### src/rtl/signed_divider.sv
// Sequential 17/9-bit two's-complement divider: magnitude restoring division
// over 17 iterations, then sign correction of quotient and remainder.
module signed_divider (
  input  logic        clock,
  input  logic        reset_n,
  input  logic        start,
  input  logic [16:0] dividend,
  input  logic [8:0]  divisor,
  output logic [16:0] quotient,
  output logic [8:0]  remainder,
  output logic        done,
  output logic        busy,
  output logic        div_zero,
  output logic        overflow,
  output logic [2:0]  state
);

  typedef enum logic [2:0] {
    IDLE   = 3'd0,
    LOAD   = 3'd1,
    DIVIDE = 3'd2,
    FIX    = 3'd3
  } state_t;

  state_t      state_q;
  state_t      state_d;
  logic [16:0] dividend_q;
  logic [8:0]  divisor_q;
  logic        sign_q;
  logic        sign_r;
  logic [16:0] q_reg;
  logic [8:0]  r_reg;
  logic [8:0]  d_mag;
  logic [4:0]  count;

  logic [16:0] dividend_mag;
  logic [8:0]  divisor_mag;
  logic [10:0] trial;
  logic [16:0] q_fix;
  logic [8:0]  r_fix;
  logic        q_ovf;

  // Magnitudes are unsigned, so -65536 and -256 map to 65536 and 256 exactly.
  assign dividend_mag = dividend_q[16] ? (~dividend_q + 17'd1) : dividend_q;
  assign divisor_mag  = divisor_q[8]   ? (~divisor_q + 9'd1)   : divisor_q;
  assign trial        = {1'b0, r_reg, q_reg[16]} - {2'b00, d_mag};
  assign q_fix        = sign_q ? (~q_reg + 17'd1) : q_reg;
  assign r_fix        = sign_r ? (~r_reg + 9'd1)  : r_reg;
  assign q_ovf        = !sign_q && (q_reg == 17'h10000);

  assign busy  = (state_q != IDLE);
  assign state = state_q;

  always_ff @(posedge clock or negedge reset_n) begin
    if (!reset_n) state_q <= IDLE;
    else          state_q <= state_d;
  end

  always_comb begin
    state_d = IDLE;
    case (state_q)
      IDLE:    state_d = start ? LOAD : IDLE;
      LOAD:    state_d = (divisor_q == 9'd0) ? IDLE : DIVIDE;
      DIVIDE:  state_d = (count == 5'd0) ? FIX : DIVIDE;
      FIX:     state_d = IDLE;
      default: state_d = IDLE;
    endcase
  end

  always_ff @(posedge clock or negedge reset_n) begin
    if (!reset_n) begin
      dividend_q <= '0;
      divisor_q  <= '0;
      sign_q     <= 1'b0;
      sign_r     <= 1'b0;
      q_reg      <= '0;
      r_reg      <= '0;
      d_mag      <= '0;
      count      <= '0;
      quotient   <= '0;
      remainder  <= '0;
      done       <= 1'b0;
      div_zero   <= 1'b0;
      overflow   <= 1'b0;
    end else begin
      done <= 1'b0;
      case (state_q)
        IDLE: begin
          if (start) begin
            dividend_q <= dividend;
            divisor_q  <= divisor;
            sign_q     <= dividend[16] ^ divisor[8];
            sign_r     <= dividend[16];
          end
        end
        LOAD: begin
          if (divisor_q == 9'd0) begin
            quotient  <= '0;
            remainder <= '0;
            div_zero  <= 1'b1;
            overflow  <= 1'b0;
            done      <= 1'b1;
          end else begin
            q_reg <= dividend_mag;
            d_mag <= divisor_mag;
            r_reg <= '0;
            count <= 5'd16;
          end
        end
        DIVIDE: begin
          if (!trial[10]) begin
            r_reg <= trial[8:0];
            q_reg <= {q_reg[15:0], 1'b1};
          end else begin
            r_reg <= {r_reg[7:0], q_reg[16]};
            q_reg <= {q_reg[15:0], 1'b0};
          end
          count <= count - 5'd1;
        end
        FIX: begin
          // The lone overflow case (-65536 / -1) leaves q_reg = 17'h10000,
          // which is already the value to report.
          quotient  <= q_fix;
          remainder <= r_fix;
          overflow  <= q_ovf;
          div_zero  <= 1'b0;
          done      <= 1'b1;
        end
        default: ;
      endcase
    end
  end

endmodule

### config.mk
export PLATFORM = sky130hd
export DESIGN_NAME = signed_divider
export DESIGN_NICKNAME = d
export VERILOG_FILES = /design/src/rtl/signed_divider.sv
export SDC_FILE = /design/constraint.sdc
export NUM_CORES = 1
export LEC_CHECK = 0
export ABC_AREA = 0
export CORE_MARGIN = 2
export CORE_UTILIZATION = 40
export DETAILED_ROUTE_END_ITERATION = 6
export SYNTH_ARGS = -nofsm -noshare
export SYNTH_HDL_FRONTEND = slang
export SYNTH_SLANG_ARGS = --single-unit
### constraint.sdc
create_clock -name clock -period 2.3 [get_ports clock]
set_input_delay 0.46 -clock clock [delete_from_list [all_inputs] [get_ports clock]]
set_output_delay 0.46 -clock clock [all_outputs]
set_load 0.1 [all_outputs]
==> reports/qor.yml <==
cts_tree: "built"
crit_family: "compound AO/OA/AOI/OAI gates"
setup_viol: 0
dr_total_vias: 4074
layout_commonest_cell: "dfrtp_1"
wirelength_um: 12010
crit_arrival_ps: 2450
grt_overflow: 0
ios: 62
clk_latency_ps: 350
path_max_fanout: 8
antennaDiodeCount: 0
grt_pass1_vias: 3998
syn_nets: 559
slew_headroom: 0.4670
die_y_um: 119.4
crit_required_ps: 2530
grt.total_usage: 0.1789
dr.pass1.iters: 4
die_w_um: 119.4
drc_errors: 0
r2r-start: "q_reg[16]"
fin_crit_sh: 0.9656
status: "complete, no violations"
r2r_slack_ps: 80
start_util: 0.4054
port_buffers: 60
clockBufferDepth: 2
cap_violations: 0
ys_types: 62
ctsHoldBuffers: 0
synth_cells: 513
crit_slowest_cell: "dfrtp_1"
grt_max_degree: 45
cts_max_level: 3
worstMarginPinSlew_ps: 799.5
grt_first_pass_wirelength_um: 20180
seq_area_frac_synth: 0.4604
clkTransAtPathRegs_ps: 70
num_rows: 42
synth_edf_count: 0
regArea_um2: 2456
rsz0062_at_grt: "true"
via_per_inst: 5.210
layout_min_cycle_time_ps: 2221
max_freq_ghz: 0.4503
cp_cell_sequence: "inv_2, ha_4, inv_2, fa_2, a211oi_4, o21ai_2, a311oi_4, buf_6, mux2i_1, o21ai_1"
layout_common_cells: "97 x dfrtp_1, 71 x buf_4, 41 x nand2_1"
core_um2: 13140
cts_inserted_buffers: 9
max_stage_delay_ps: 390
syn_area_um2: 5326
crit_top_cell: "inv_2"
die_area_um2: 14260
filler_cell_count: 1230
ant_nets: 0
place_hpwl_um: 9039
syn_avg_cell_area_um2: 10.38
cp-end-kind: "flop"
syn_to_final_growth_pct: 25.23
r2r_end: "r_reg[4]"
reg2regPathDepth: 10
worstSetupPathType: "flop to flop"
multi_input_area_um2: 2718
start_kind: "flop"
hold_violations: 0
final_util: 0.5077
clock_sinks: 98
drv_slew: 0
drive_gt1_frac: 0.2393
fin_nets: 647
ys_seq_elements: 98
antenna_found_initial: 0
wire_per_inst_um: 15.36
timing.hold.worst.class: "input port to async pin"
path_buf_inv: 3
clock_skew_ps: 7.637
cts_root_buffer: "clkbuf_16"
async_reset_ff_frac: 1.000
drt_iter0_markers: 178
synth_flop_cell: "dfrtp_1"
synth_warnings: 0
gp_congestion: 0.8469
cell families (layout without fill, tap and decap cells):
group,Yosys count,in the layout,synth area share
mux,33,33,0.06718
flops,98,98,0.4604
buf+inv,52,145,0.04322
xor+xnor,48,48,0.07893
compound gates,136,136,0.1863
fa+ha+maj,17,17,0.04134
simple gates,128,128,0.1219
other cells,1,1,0.0007040
Yosys cell counts, drive strengths merged (7+ instances only):
cell type / count / area share
a21oi: 10 / 0.0094
buf: 9 / 0.011
clkbuf: 16 / 0.012
dfrtp: 98 / 0.46
ha: 16 / 0.038
inv: 25 / 0.018
mux2: 22 / 0.047
mux2i: 11 / 0.021
nand2: 42 / 0.030
nand2b: 7 / 0.0082
nand3: 13 / 0.012
nor2: 24 / 0.017
nor3: 7 / 0.0066
o211ai: 9 / 0.013
o21ai: 41 / 0.039
o22ai: 7 / 0.0082
o2bb2ai: 27 / 0.044
o31ai: 14 / 0.021
o41ai: 8 / 0.018
or3: 11 / 0.013
xnor2: 13 / 0.021
xor2: 35 / 0.058
worst max path at each step:
stage	start	end	slack (ps)	cells past startpoint
floorplan	q_reg[16]	r_reg[5]	-30	9
global placement	q_reg[16]	r_reg[4]	-6	10
detailed placement	q_reg[16]	r_reg[4]	-10	10
CTS	q_reg[16]	r_reg[4]	0.5	10
global route	q_reg[16]	r_reg[4]	-10	10
finish	q_reg[16]	r_reg[4]	80	10
metrics by stage:
stage / hold slack, ps / setup TNS (ps) / setup slack, ps / instance area (um^2) / instances
after global routing: 58.68 / -12.19 / -12.19 / 6670 / 782
after global placement: 411.2 / -15.62 / -5.630 / 6321 / 763
final: 33.81 / 0 / 79.05 / 6670 / 782
after floorplan: 164.4 / -176.1 / -33.41 / 5355 / 513
after CTS: 37.56 / 0 / 0.5040 / 6605 / 779
after detailed placement: 418.4 / -25.83 / -10.03 / 6321 / 763
final cells by class:
type,count,share of cell area
inverter,26,0.01519
timing repair buffer,103,0.1341
sequential,98,0.3682
multi-input combinational,363,0.4074
clock buffer,11,0.03639
tap,176,0.03301
clock inverter,5,0.005627
metal layers:
| metal | share of wire | global-route usage |
|---|---|---|
| met5 | 0 | 0 |
| met4 | 0.013 | 0.06324 |
| met3 | 0.041 | 0.02682 |
| met2 | 0.43 | 0.2654 |
| met1 | 0.51 | 0.2662 |
timing repair:
action                                  CTS  global route
pin swaps                                 1             2
buffers inserted                          0             3
endpoints found under the setup margin    9            43
gates resized for setup                   1            10
gates cloned                              0             0
Power is left out: the tool's default activity adds up to more than one toggle a clock period on the data nets, which glitch-free logic cannot reach.
